**src/rtl/obstacle_spawner_pkg.sv**
```systemverilog
// Shared types and widths for the obstacle spawner: FSM state encoding and
// the bit widths of the LFSR input and the spawn descriptor fields.
package obstacle_spawner_pkg;

  localparam int RAND_W = 30;
  localparam int X_W    = 10;
  localparam int SPD_W  = 3;
  localparam int CNT_W  = 8;

  typedef enum logic [1:0] {
    ST_IDLE   = 2'd0,
    ST_REDUCE = 2'd1,
    ST_HOLD   = 2'd2,
    ST_COOL   = 2'd3
  } state_e;

endpackage

```
**src/rtl/obstacle_spawner_if.sv**
```systemverilog
// Request/descriptor bundle between the game logic (master) and the spawner
// (slave); the LFSR state rides along because it is only sampled at start.
interface obstacle_spawner_if;
  import obstacle_spawner_pkg::*;

  logic [RAND_W-1:0] rand_bits;
  logic              req;
  logic              ack;
  logic              valid;
  logic [X_W-1:0]    x_pos;
  logic [SPD_W-1:0]  speed;
  logic              busy;

  modport master (
    output rand_bits, req, ack,
    input  valid, x_pos, speed, busy
  );

  modport slave (
    input  rand_bits, req, ack,
    output valid, x_pos, speed, busy
  );

endinterface

```
**src/rtl/obstacle_spawner_mod_reducer.sv**
```systemverilog
// Sequential modulo datapath: loads a 10-bit value and subtracts X_RANGE one
// step per cycle until the remainder drops below X_RANGE.
module mod_reducer
  import obstacle_spawner_pkg::*;
#(
  parameter int X_RANGE = 600
) (
  input  logic           clk,
  input  logic           load,
  input  logic [X_W-1:0] load_val,
  input  logic           step,
  output logic [X_W-1:0] work,
  output logic           done
);

  localparam logic [X_W-1:0] RANGE_C = X_W'(X_RANGE);

  logic [X_W-1:0] work_q;
  logic [X_W-1:0] work_d;

  // The compare guards the subtraction, so work never wraps below zero.
  always_comb begin
    work_d = work_q;
    if (load) begin
      work_d = load_val;
    end else if (step && (work_q >= RANGE_C)) begin
      work_d = work_q - RANGE_C;
    end
  end

  always_ff @(posedge clk) begin
    work_q <= work_d;
  end

  assign work = work_q;
  assign done = (work_q < RANGE_C);

endmodule

```
**src/rtl/obstacle_spawner.sv**
```systemverilog
// Turns the free-running LFSR state into one bounded spawn descriptor per
// request, with a post-ack cooldown and a one-deep pending-request latch.
module obstacle_spawner
  import obstacle_spawner_pkg::*;
#(
  parameter int X_MIN   = 16,
  parameter int X_RANGE = 600,
  parameter int GAP     = 8
) (
  input  logic               clk,
  input  logic               rst,
  obstacle_spawner_if.slave  bus
);

  localparam logic [X_W-1:0]   X_MIN_C = X_W'(X_MIN);
  localparam logic [CNT_W-1:0] GAP_C   = CNT_W'(GAP);

  // A zero speed would freeze the object, so it is lifted to the slowest one.
  function automatic logic [SPD_W-1:0] sat_speed(input logic [SPD_W-1:0] s);
    return (s == '0) ? SPD_W'(1) : s;
  endfunction

  state_e             state_q, state_d;
  logic               pending_q, pending_d;
  logic [CNT_W-1:0]   cnt_q, cnt_d;
  logic               valid_q, valid_d;
  logic [X_W-1:0]     x_pos_q, x_pos_d;
  logic [SPD_W-1:0]   speed_q, speed_d;
  logic [SPD_W-1:0]   spd_q, spd_d;

  logic               red_load;
  logic               red_step;
  logic [X_W-1:0]     red_work;
  logic               red_done;
  logic               unused_rand;

  assign unused_rand = ^bus.rand_bits[RAND_W-1:X_W+SPD_W];

  mod_reducer #(
    .X_RANGE (X_RANGE)
  ) u_reducer (
    .clk      (clk),
    .load     (red_load),
    .load_val (bus.rand_bits[X_W-1:0]),
    .step     (red_step),
    .work     (red_work),
    .done     (red_done)
  );

  always_comb begin
    state_d   = state_q;
    pending_d = pending_q;
    cnt_d     = cnt_q;
    valid_d   = valid_q;
    x_pos_d   = x_pos_q;
    speed_d   = speed_q;
    spd_d     = spd_q;
    red_load  = 1'b0;
    red_step  = 1'b0;

    if ((state_q != ST_IDLE) && bus.req) begin
      pending_d = 1'b1;
    end

    unique case (state_q)
      ST_IDLE: begin
        if (bus.req || pending_q) begin
          red_load  = 1'b1;
          spd_d     = bus.rand_bits[X_W+SPD_W-1:X_W];
          pending_d = 1'b0;
          state_d   = ST_REDUCE;
        end
      end
      ST_REDUCE: begin
        if (!red_done) begin
          red_step = 1'b1;
        end else begin
          x_pos_d = red_work + X_MIN_C;
          speed_d = sat_speed(spd_q);
          valid_d = 1'b1;
          state_d = ST_HOLD;
        end
      end
      ST_HOLD: begin
        if (bus.ack) begin
          valid_d = 1'b0;
          if (GAP == 0) begin
            state_d = ST_IDLE;
          end else begin
            cnt_d   = GAP_C;
            state_d = ST_COOL;
          end
        end
      end
      ST_COOL: begin
        cnt_d = cnt_q - CNT_W'(1);
        if (cnt_q == CNT_W'(1)) begin
          state_d = ST_IDLE;
        end
      end
      default: state_d = ST_IDLE;
    endcase
  end

  always_ff @(posedge clk) begin
    if (rst) begin
      state_q   <= ST_IDLE;
      pending_q <= 1'b0;
      cnt_q     <= '0;
      valid_q   <= 1'b0;
      x_pos_q   <= '0;
      speed_q   <= '0;
    end else begin
      state_q   <= state_d;
      pending_q <= pending_d;
      cnt_q     <= cnt_d;
      valid_q   <= valid_d;
      x_pos_q   <= x_pos_d;
      speed_q   <= speed_d;
    end
  end

  always_ff @(posedge clk) begin
    spd_q <= spd_d;
  end

  assign bus.valid = valid_q;
  assign bus.x_pos = x_pos_q;
  assign bus.speed = speed_q;
  assign bus.busy  = (state_q != ST_IDLE);

endmodule

```
**src/flat_wrapper.sv**
```systemverilog
// flat-port wrapper written by rule: the top's interface ports become plain ports
module obstacle_spawner_flat import obstacle_spawner_pkg::*;
#(
  parameter int X_MIN   = 16,
  parameter int X_RANGE = 600,
  parameter int GAP     = 8
)
  (clk, rst, bus_rand_bits, bus_req, bus_ack, bus_valid, bus_x_pos, bus_speed, bus_busy);
  obstacle_spawner_if bus_i ();
  input  logic clk;
  input  logic rst;
  input wire logic [$bits(bus_i.rand_bits)-1:0] bus_rand_bits;
  input wire logic [$bits(bus_i.req)-1:0] bus_req;
  input wire logic [$bits(bus_i.ack)-1:0] bus_ack;
  output wire logic [$bits(bus_i.valid)-1:0] bus_valid;
  output wire logic [$bits(bus_i.x_pos)-1:0] bus_x_pos;
  output wire logic [$bits(bus_i.speed)-1:0] bus_speed;
  output wire logic [$bits(bus_i.busy)-1:0] bus_busy;
  assign bus_i.rand_bits = bus_rand_bits;
  assign bus_i.req = bus_req;
  assign bus_i.ack = bus_ack;
  assign bus_valid = bus_i.valid;
  assign bus_x_pos = bus_i.x_pos;
  assign bus_speed = bus_i.speed;
  assign bus_busy = bus_i.busy;
  obstacle_spawner #(.X_MIN(X_MIN), .X_RANGE(X_RANGE), .GAP(GAP)) u_core (.clk(clk), .rst(rst), .bus(bus_i));
endmodule
```
**config.mk**
```make
export PLATFORM = sky130hd
export DESIGN_NAME = obstacle_spawner_flat
export DESIGN_NICKNAME = d
export VERILOG_FILES = /design/src/rtl/obstacle_spawner_pkg.sv /design/src/rtl/obstacle_spawner_if.sv /design/src/rtl/obstacle_spawner_mod_reducer.sv /design/src/rtl/obstacle_spawner.sv /design/src/flat_wrapper.sv
export SDC_FILE = /design/constraint.sdc
export NUM_CORES = 1
export LEC_CHECK = 0
export ABC_CLOCK_PERIOD_IN_PS = 1700
export CAP_MARGIN = 10
export CORE_MARGIN = 1.5
export CORE_UTILIZATION = 30
export CTS_CLUSTER_DIAMETER = 50
export DETAILED_ROUTE_END_ITERATION = 7
export PLACE_DENSITY = 0.59
export SYNTH_ARGS = -nofsm -noshare
export SYNTH_HDL_FRONTEND = slang
export SYNTH_SLANG_ARGS = --single-unit
```
**constraint.sdc**
```tcl
create_clock -name clk -period 1.7 [get_ports clk]
set_input_delay 0.51 -clock clk [delete_from_list [all_inputs] [get_ports clk]]
set_output_delay 0.51 -clock clk [all_outputs]
set_load 0.05 [all_outputs]
```
# Yosys cells after proc, flatten, opt, wreduce, memory -nomap -nowiden
# Cells that the tools add are included.
# Widths: inputs -> output; s select.
# classes
add_sub_neg	3
order_cmp	2
eq_ne	8
n_mux	20
n_reduce_logical	14
# op_table
op	n
$mux 10	2
$pmux 8 s2	1
$add 10x5->10 const B	1
$ge 10x10->1 const B	1
$lt 10x10->1 const B	1
$sub 10x10->10 const B	1
$mux 1	9
$eq 8x1->1 const B	1
$mux 2	4
$mux 8	1
$pmux 2 s4	1
$reduce_bool 2->1	4
$sub 8x1->8 const B	1
$ne 2x1->1 const B	3
$reduce_and 2->1	3
$eq 2x2->1 const B	2
$reduce_and 4->1	1
$logic_not 3->1	1
$mux 3	1
$reduce_and 3->1	1
$eq 2x1->1 const B	1
$logic_and 1x1->1	2
$logic_not 2->1	1
$ne 2x2->1 const B	1
2 further kinds	2
# totals
regBits	38
in_bits	34
word_cells	55

# Logic depth before layout (Yosys ltp)
# Gate-level depths: netlist (run 1).
# logic_depth
depth_word	6
depth_mapped	7
depth_no_buf	6

# By module
# From an unflattened synthesis (run 1), not the netlist that was laid out.
# unflattened
cells_unflattened	189
hier_area_um2	1798.0
# modules_own_cells
mod	instances	cells_each	area_each_um2
obstacle_spawner	1	142	1266.2
mod_reducer	1	47	531.8

# Worst setup path after synthesis (run 1)
# No wires, ideal clock.
# synth_timing
kind	reg2reg
startpoint	register u_core.u_reducer.work_q[4], in the netlist u_core.u_reducer.work[4]
endpoint	register u_core.state_q[0]
t_arrival_ns	1.810
required_time_ns	1.630
path_slack_ns	-0.181
stages_incl_launch_ff	6
path_buffers	0
period_less_slack_ns	1.881
path_cell_list	edfxtp_1 ha_1 a21oi_1 o22ai_1 or4_1 a21oi_1
# synth_between
elab_chain_len	3
# synth_rtl
element	line	text
from (decl)	obstacle_spawner_mod_reducer.sv:18	logic [X_W-1:0] work_q;
from (signal assigned)	obstacle_spawner_mod_reducer.sv:32	work_q <= work_d;
$lt 10x10->1	obstacle_spawner_mod_reducer.sv:36	assign done = (work_q < RANGE_C);
$ne 2x1->1 (no source line)	n/a	
$reduce_and 4->1 (no source line)	n/a	
to (signal assigned)	obstacle_spawner.sv:114	state_q <= state_d;
to (decl)	obstacle_spawner.sv:23	state_e state_q, state_d;
# Every way passes these cells.
# A chain may end at the register's enable or synchronous reset.

# Worst setup path in the final report (run 1)
# layout_timing
startpoint	register u_core.cnt_q[6]
endpoint	register u_core.state_q[0]
# layout_between
elab_chain_len	3
# layout_rtl
element	line	text
from (decl)	obstacle_spawner.sv:25	logic [CNT_W-1:0] cnt_q, cnt_d;
from (signal assigned)	obstacle_spawner.sv:116	cnt_q <= cnt_d;
$eq 8x1->1	obstacle_spawner.sv:97	if (cnt_q == CNT_W'(1)) begin
$ne 2x1->1 (no source line)	n/a	
$reduce_and 4->1 (no source line)	n/a	
# Every way passes these cells.

==> impl_results.md, run 1 <==
* Simple-gate area share of the yosys netlist at 19.0%
* RSZ-0062 raised after global routing: true
* Routed Antenna Nets at 0
* Htree depth at 2
* Post-Layout Cell Count at 331
* Min-Delay Endpoint: u_core.cnt_q[1]
* Top_reg_cell synth: dfxtp_1
* Fin worst setup slack at -0.145 ns
* Post-Syn Area at 1820 um^2
* Reg clk slew, reported paths at 0.08 ns
* Clock Sinks at 38
* CTS root buf: clkbuf_8
* First-pass GRT wire length at 6930 um
* Yosys warnings at 0
* Worst EP arrival at between 2 and 2.5 ns
* Relative slew slack at 73.2%
* Grt met3 use at 2.58%
* Met2 usage at 22.3%
* Final wirelength at 4100 um
* Worst Reg-to-Reg Cells at 4
* Placed cell count at 319
* Final Cycle Share at 109%
* # IOs at 49
* Status: finished, violations left
* WHS Path Cells at 2
* Post-synthesis xor/xnor area fraction at 5.79%
* Die W at a little over 80 um
* DR vias at 1560
* Number of flops mapped to enable cells by yosys at 13
* Critical Path Fanout Max at 3
* Fill cell count at between 500 and 600
* Num rows at 28
* Routed wire per std cell at 12.4 um
* Num CTS Buffers at 5
* Largest net degree at the start of global routing at 20
* Initial Utilization at 30.8%
* Vias in the first global route at 1530
* Main combinational cell family by area after synthesis: simple AND/OR/NAND/NOR gates
* Final hold slack at 0.510 ns
* Multi-input logic area at 918 um^2
* Die area at 6530 um^2
* # nets final at 298
* Syn Inst Count at between 150 and 200
* Leakage power at approximately 1.1 nW
* Max Buffers Root-to-Sink at 2
* Global Route Usage Sum at around 14%
* Netlist cell types at 37
* Antenna fix cells at 0
* Core Footprint at 5890 um^2
* Drt drc at 0
* Power consumption at between 5 and 6 mW
* Pre-Repair DR Iteration Count at 4
* Max VDD drop at 1.01 mV
* Met1 Use GR at 18.0%
* Crit Path Category: register to register
* Die height at 80.8 um
* CP Launch Type: register
* Post-DP HPWL at 2960 um
* Skew-Pair Late Insertion Delay at 0.30 ns
* Slew Limit Fails at 0
* Dpl ws at -0.287 ns
* R2r startpoint: u_core.cnt_q[6]
* Failing checks: setup timing
* Fmax at 0.542 GHz
* Layout cell share with drive strength beyond 1 at 28.9%
* Final setup violation count at 2
* GRT overflow at 0
* Sequential share of the synthesized area at 49.1%
* FF-to-FF End: u_core.state_q[0]
* Initial drt markers at 49
* Register area at roughly 900 um^2
* Asr flop ratio synth at 0%
* R2R Setup Slk at -0.15 ns
* MaxCap Viol Count at 0
* CTS tree: built
* Worst hold path class: register to register
* Post-Synth Adder-Cell Area at 6.20%
* Setup crit end kind: register
* Worst hold path startpoint: u_core.cnt_q[1]
* Layout Skew at 0.00467 ns
* Compound-Gate Fraction of Synth Area at 15.7%
* Gpl congestion at approximately 0.80
* Setup TNS at -0.205 ns
* Initial antenna violation count at 0
* Pwr/cell area at 2010 nW/um^2
* Post-synthesis mux area share at less than 1%
* Gr busiest metal: met2
* Mapped Nets at approximately 240
* Vias per cell at 4.71
* IO Port Bufs at 31
* Number of synthesized register bits at 38
* Final min period at 1.85 ns
* Syn avg cell area at 9.41 um^2
* Worst Path Required at 1.93 ns
* Worst slew pin tran at between 0.4 and 0.5 ns
* Fin. Hold Viols at 0
* Area added between synthesis and finish at 53.3%
[flip-flops by register name, summed over array words and instances (netlist names)]
signal / count
u_core.spd_q: 3
u_core.state_q: 2
u_core.bus.speed: 3
u_core.u_reducer.work: 10
u_core.bus.valid: 1
u_core.bus.x_pos: 10
u_core.pending_q: 1
u_core.cnt_q: 8
[area by class of cell]
cell class / count / area share, %
Multi-Input combinational cell: 137 / 33.0
Clock inverter: 3 / 2.47
Clock buffer: 5 / 2.47
Tap cell: 75 / 3.37
Sequential cell: 38 / 32.2
Inverter: 10 / 1.35
Timing Repair Buffer: 63 / 25.2
[where the power goes]
part	internal [mW]	switching (mW)
Clock	0.588	0.348
Sequential	1.37	0.263
Combinational	1.50	1.54
[how the worst max path moves through the flow]
stage / slack [ns] / end / startpoint
3_5_place_dp: -0.29 / u_core.state_q[0] / bus_ack
5_1_grt: -0.20 / u_core.state_q[0] / u_core.state_q[0]
4_1_cts: -0.14 / u_core.state_q[0] / u_core.cnt_q[6]
2_1_floorplan: -0.10 / u_core.state_q[0] / u_core.cnt_q[6]
3_3_place_gp: -0.29 / u_core.cnt_q[5] / bus_ack
6_report: -0.15 / u_core.state_q[0] / u_core.cnt_q[6]
[through the flow]
step                      cell area (um^2)  util [%]
after detailed placement              2560      43.4
final                                 2780      47.3
after CTS                             2710      46.0
after floorplan                       1820         -
after global routing                  2780      47.3
after global placement                2560      43.4
[per-layer routing]
layer,share of wire (%),vias to the layer above
met5,0,-
met4,3.1,0
met2,47,28
li1,-,809
met3,3.3,11
met1,46,712
[cell usage in the layout (no fill, tap or decap), types with 10 or more instances in the layout]
cell type / synthesis / routed
xnor2_1: 10 / 10
nor3_1: 10 / 10
a21oi_1: 19 / 17
dfxtp_1: 25 / 21
edfxtp_1: 13 / 13
buf_12: 0 / 15
nor2_1: 19 / 19
inv_1: 10 / 10
buf_4: 0 / 32
clkdlybuf4s50_1: 0 / 16
[Yosys cell counts (2+ instances only)]
cell type	n	share of area, %
a211oi_1	5	2.1
nand2b_1	3	1.0
o21ai_0	10	2.8
ha_1	9	6.2
dfxtp_1	25	28
o22ai_1	2	0.69
nand2_1	10	2.1
nor3_1	10	2.8
nor2_1	19	3.9
or2_2	2	0.69
edfxtp_1	13	22
nor2b_1	3	1.0
nor3b_1	3	1.2
xor2_1	2	0.97
inv_1	10	2.1
nand3_1	9	2.5
a31oi_1	2	0.69
and2_1	3	1.0
xnor2_1	10	4.8
nor4b_1	2	0.97
a21oi_1	19	5.2
clkbuf_1	7	1.4
[worst max-delay path, stage by stage (launching register included)]
cell	delay, ns
dfxtp_2	0.33
or4_4	0.54
o41a_1	0.36
or4_4	0.42
a21oi_2	0.13
[cell families after synthesis]
family | count (synthesis)
adders and majority gates | 9
AOI/OAI and AO/OA | 47
buffers and inverters | 18
and+or+nand+nor | 68
xor gates and xnor gates | 12
DFF | 38
muxes | 1
[timing repair]
| item | in CTS | in global routing |
|---|---|---|
| gates cloned | 0 | 0 |
| pin swaps | 1 | 2 |
| hold buffers | 0 | 0 |
| endpoints found under the setup margin | 5 | 25 |
| buffers inserted | 1 | 4 |
| gates resized for setup | 4 | 12 |
Power figures use the tool's default switching activity.
==> inputs of run 2 (changes only) <==
--- a/config.mk
+++ b/config.mk
@@ -7,6 +7,7 @@
 export LEC_CHECK = 0
 export ABC_CLOCK_PERIOD_IN_PS = 1700
 export CAP_MARGIN = 10
+export CORE_ASPECT_RATIO = 0.75
 export CORE_MARGIN = 1.5
 export CORE_UTILIZATION = 30
 export CTS_CLUSTER_DIAMETER = 50
==> run 2 against run 1 <==
The run still ends with setup timing left. Sequential share of layout area grew 0.16 points. Via count grew 2.5%. Register-to-register slack lost 0.02 ns. Cell area shrank 0.63%. Wire length grew 8.9%. Combinational power grew 5%.
==> impl_results.md, run 2 (synthesis results as in run 1) <==
* Status: finished, violations left
* Failing checks: setup timing
* First-pass GRT wire length at 7130 um
* Commonest cells after routing, fill and taps aside: buf_4 (36), dfxtp_1 (22), nor2_1 (19)
* R2R Setup Slk at -0.16 ns
* Drt drc at 0
* Dpl ws at -0.303 ns
* Fmax at around 0.54 GHz
* P_sw at 2.19 mW
* Critical path origin: u_core.cnt_q[6]
* Routed Antenna Nets at 0
* Worst slew pin tran at 0.466 ns
* CTS tree: built
* Sw frac at between 40% and 50%
* Max VDD drop at 0.496 mV
* Die height at 70.4 um
* Combinational power share at 58.7%
* CTS root buf: clkbuf_8
* Design Area, Final at 2770 um^2
* Worst hold path class: register to register
* RSZ-0062 raised after global routing: true
* Post-DP HPWL at roughly 3300 um
* Final min period at roughly 1.9 ns
* Vias in the first global route at 1504
* Critical Path Fanout Max at 4
* Post-Layout Cell Count at 339
* Die W at 92.8 um
* # nets final at roughly 300
* Worst Path Required at just under 2 ns
* IO Port Bufs at 31
* # IOs at 49
* Global Route Usage Sum at ~14%
* Clock power frac at approximately 11%
* Reg clk slew, reported paths at 0.08 ns
* Pwr/cell area at between 1500 and 2000 nW/um^2
* Leakage power at about 1.1 nW
* Num CTS Buffers at 5
* WHS Path Cells at 2
* Htree depth at 2
* Worst Reg-to-Reg Cells at 4
* Layout Skew at 0.00413 ns
* Dpl cell area at 2610 um^2
* Slew Limit Fails at 0
* Layout cell share with drive strength beyond 1 at 30.3%
* CP Launch Type: register
* Vias per cell at 4.72
* Max Buffers Root-to-Sink at 2
* Worst hold path startpoint: u_core.bus.speed[0]
* Core Footprint at 5830 um^2
* Most common cell after layout, fill and taps aside: buf_4
* Setup crit end kind: register
* CTS Hold Bufs at 0
* MaxCap Viol Count at 0
* Final Cycle Share at 110%
* Placed cell count at around 330
* Worst EP arrival at approximately 2.1 ns
* Reg power frac at 29.9%
* Initial drt markers at 50
* DR vias at 1599
* Final wirelength at 4460 um
* GRT overflow at 0
* Min-Delay Endpoint: u_core.bus.speed[0]
* Pint at 3.22 mW
* Antenna fix cells at 0
* Final core occ at 47.5%
* Final setup violation count at 4
* Num rows at 24
* Relative slew slack at 68.3%
* Gpl congestion at 0.798
* Fin worst setup slack at -0.162 ns
* Crit Path Category: register to register
* Die area at 6530 um^2
* Initial Utilization at between 30% and 40%
* Clock Sinks at 38
* Skew-Pair Late Insertion Delay at 0.30 ns
* Routed wire per std cell at 13.2 um
* R2r startpoint: u_core.cnt_q[6]
* Largest net degree at the start of global routing at 18
* Initial antenna violation count at 0
* Fin. Hold Viols at 0
* Area added between synthesis and finish at 52.4%
* Pre-Repair DR Iteration Count at 4
* FF-to-FF End: u_core.state_q[0]
[run 2: power by group through the flow]
stage                     combinational [mW]  sequential (mW)  clock (mW)
after floorplan                         1.28             1.97           0
after global placement                  2.99             1.62           0
after detailed placement                3.04             1.64           0
after CTS                               3.08             1.62       0.634
after global routing                    3.45             1.65       0.670
final                                   3.18             1.62       0.618
[run 2: through the flow]
step / total power, mW / hold slack [ns] / TNS [ns]
3_5_place_dp: 4.68 / 0.498 / -5.39
5_1_grt: 5.78 / 0.538 / -0.834
4_1_cts: 5.33 / 0.509 / -0.366
3_3_place_gp: 4.62 / 0.491 / -5.30
2_1_floorplan: 3.25 / 0.472 / -0.140
6_report: 5.42 / 0.506 / -0.354
[run 2: worst max-delay path by stage]
stage | endpoint | slack [ns] | cells after the start
2_1_floorplan | u_core.state_q[0] | -0.10 | 4
3_3_place_gp | u_core.cnt_q[6] | -0.31 | 5
3_5_place_dp | u_core.cnt_q[6] | -0.30 | 5
4_1_cts | u_core.state_q[0] | -0.14 | 4
5_1_grt | u_core.state_q[0] | -0.23 | 4
6_report | u_core.state_q[0] | -0.16 | 4
[run 2: timing repair]
item	CTS	global route
hold endpoints to repair	0	0
pin swaps	1	3
gates resized for setup	2	14
setup buffers	1	2
endpoints found under the setup margin	8	28
[run 2: layer usage]
metal | global-route usage (%) | up-vias | wire, um | part of all wire (%)
met5 | 0 | - | 0 | 0
met4 | 6.23 | 0 | 85 | 1.9
met3 | 4.25 | 7 | 187 | 4.2
met2 | 21.6 | 29 | 1980 | 44
met1 | 19.0 | 744 | 2210 | 49
li1 | - | 819 | - | -
[run 2: area by class of cell]
type | count | area (um^2)
fill | 566 | 3060
inverter | 10 | 37.5
clock buffer | 5 | 68.8
sequential | 38 | 895
tap | 78 | 97.6
clock inverter | 3 | 15.0
timing repair buffer | 68 | 742
multi-input combinational | 137 | 911
[run 2: worst max-delay path, stage by stage, from the launching register on]
cell     delay (ns)
dfxtp_1        0.32
or4_4          0.55
o41a_1         0.39
or4_1          0.42
a21oi_1        0.13
==> inputs of run 3 (changes only) <==
--- a/config.mk
+++ b/config.mk
@@ -12,7 +12,7 @@
 export CORE_UTILIZATION = 30
 export CTS_CLUSTER_DIAMETER = 50
 export DETAILED_ROUTE_END_ITERATION = 7
-export PLACE_DENSITY = 0.59
+export PLACE_DENSITY = 0.57
 export SYNTH_ARGS = -nofsm -noshare
 export SYNTH_HDL_FRONTEND = slang
 export SYNTH_SLANG_ARGS = --single-unit
==> run 3 against run 2 <==
The run still ends with setup timing left. Register-to-register slack barely moved. Sequential power barely moved. Hold slack got worse by 0.0031 ns. Non-clock buffer count fell by 3. Critical path type unchanged. Largest power group unchanged.
==> impl_results.md, run 3 (synthesis results as in run 1) <==
* Status: finished, violations left
* Failing checks: setup timing
* Clock Sinks at 38
* Final wirelength at 4210 um
* Max VDD drop at 0.466 mV
* Routed wire per std cell at 12.5 um
* CTS tree: built
* Fill cell count at 549
* Crit-path cells: or4_4 > o41a_1 > or4_4 > a21oi_2
* Fin worst setup slack at -0.162 ns
* Initial antenna violation count at 0
* Slowest cell on the critical path: or4_4
* Vias per cell at ~4.7
* Die area at 6530 um^2
* Num CTS Buffers at 5
* Pwr/cell area at 2000 nW/um^2
* R2R Setup Slk at -0.16 ns
* Fin. Hold Viols at 0
* CTS Hold Bufs at 0
* Gpl congestion at 0.764
* Final min period at between 1.5 and 2 ns
* P_sw at about 2.2 mW
* Largest net degree at the start of global routing at 16
* Final setup violation count at 2
* Final core occ at around half
* Num rows at 24
* Leakage power at about 1.1 nW
* Most frequent CP cell: or4_4
* CTS root buf: clkbuf_8
* Commonest cells after routing, fill and taps aside: buf_4 (32), dfxtp_1 (22), nor2_1 (19)
* Slew Limit Fails at 0
* Post-DP HPWL at about 3200 um
* Routed Antenna Nets at 0
* Dpl ws at -0.287 ns
* Layout cell share with drive strength beyond 1 at 31.8%
* # nets final at 300
* Fmax at 0.537 GHz
* Drt drc at 0
* Initial drt markers at 29
* Global Route Usage Sum at 14.0%
* Pre-Repair DR Iteration Count at 4
* Worst hold path class: register to register
* DR vias at 1580
* IO Port Bufs at 31
* GRT overflow at 0
* # IOs at 49
* Worst slew pin tran at 0.325 ns
* Layout Skew at 0.00633 ns
* Critical path origin: u_core.cnt_q[6]
* Setup crit end: u_core.state_q[0]
* Relative slew slack at 78.1%
* Crit Path Category: register to register
* Final Cycle Share at 110%
* MaxCap Viol Count at 0
* Critical Path Fanout Max at 3
* Skew-Pair Late Insertion Delay at 0.29 ns
* Combinational power share at 56.5%
* Die height at 70.4 um
* Antenna fix cells at 0
* Area added between synthesis and finish at 55.4%
* CP Launch Type: register
* Pint at 3.47 mW
* FF-to-FF End: u_core.state_q[0]
* Initial Utilization at 31.2%
* Worst Path Required at 1.92 ns
* Htree depth at 2
* Setup crit end kind: register
* Sw frac at 38.6%
* Max Buffers Root-to-Sink at 2
* Die W at around 93 um
* Core Footprint at 5830 um^2
* RSZ-0062 raised after global routing: true
* Worst Reg-to-Reg Cells at 4
* Reg clk slew, reported paths at 0.08 ns
* Clock power frac at between 10 and 15%
* Reg power frac at 28.6%
* First-pass GRT wire length at 7040 um
* R2r startpoint: u_core.cnt_q[6]
* Worst EP arrival at 2.09 ns
* Most common cell after layout, fill and taps aside: buf_4
* Vias in the first global route at 1500
* Critical Path Max Stage Delay at 0.54 ns
[run 3: changes by cell type in the layout (fill, tap and decap cells not counted), moves of 2 or more]
cell | previous run | this run
a21oi_1 | 17 | 15
a211oi_2 | 0 | 2
a21oi_2 | 2 | 4
a211oi_1 | 5 | 3
buf_4 | 36 | 32
[run 3: stage by stage]
step	total power, mW	cells	hold WS, ns	cell area, um^2	TNS, ns
floorplan	3.25	193	0.472	1820	-0.140
global placement	4.58	327	0.492	2600	-3.89
detailed placement	4.63	327	0.498	2600	-4.53
CTS	5.50	335	0.509	2730	-0.288
global route	6.03	336	0.538	2820	-0.471
finish	5.64	336	0.503	2820	-0.287
[run 3: power groups by stage]
stage,combinational [mW],sequential [mW],clock (mW)
after floorplan,1.28,1.97,0
after global placement,2.96,1.63,0
after detailed placement,3.00,1.63,0
after CTS,3.02,1.61,0.864
after global routing,3.47,1.66,0.905
final,3.19,1.61,0.840
[run 3: layer usage]
layer | GRT usage, % | wire (um) | up-vias
met1 | 18.9 | 2130 | 720
met4 | 5.72 | 62 | 0
li1 | - | - | 816
met3 | 4.03 | 196 | 7
met2 | 20.9 | 1820 | 37
met5 | 0 | 0 | -
[run 3: worst min path at each step]
stage	endpoint	from	slack, ns	cells after the start
after global placement	u_core.bus.speed[0]	u_core.bus.speed[0]	0.49	2
after CTS	u_core.bus.x_pos[2]	u_core.bus.x_pos[2]	0.51	2
after floorplan	u_core.cnt_q[1]	u_core.cnt_q[1]	0.47	2
after detailed placement	u_core.bus.x_pos[2]	u_core.bus.x_pos[2]	0.50	2
final	u_core.bus.x_pos[2]	u_core.bus.x_pos[2]	0.50	2
after global routing	u_core.bus.x_pos[0]	u_core.bus.x_pos[0]	0.54	2
[run 3: cell type report]
type                       instances  area, um^2  share of cell area [%]
sequential                        38         895                    31.7
multi-input combinational        137         941                    33.3
clock buffer                       6        93.8                    3.33
tap                               78        97.6                    3.46
inverter                          10        37.5                    1.33
timing repair buffer              65         723                    25.6
clock inverter                     2        33.8                    1.20
[run 3: timing repair]
action / 4_1_cts / 5_1_grt
cloned: 0 / 0
endpoints found under the hold margin: 0 / 0
gates resized for setup: 4 / 20
setup endpoints to repair: 7 / 29
buffers inserted: 0 / 1
pin swaps: 2 / 4
[run 3: critical path: cells and delay by family (launching register included)]
family / cells / cell delay, ns
AO/OA/AOI/OAI: 2 / 0.50
flip-flops: 1 / 0.33
AND/OR/NAND/NOR: 2 / 0.97
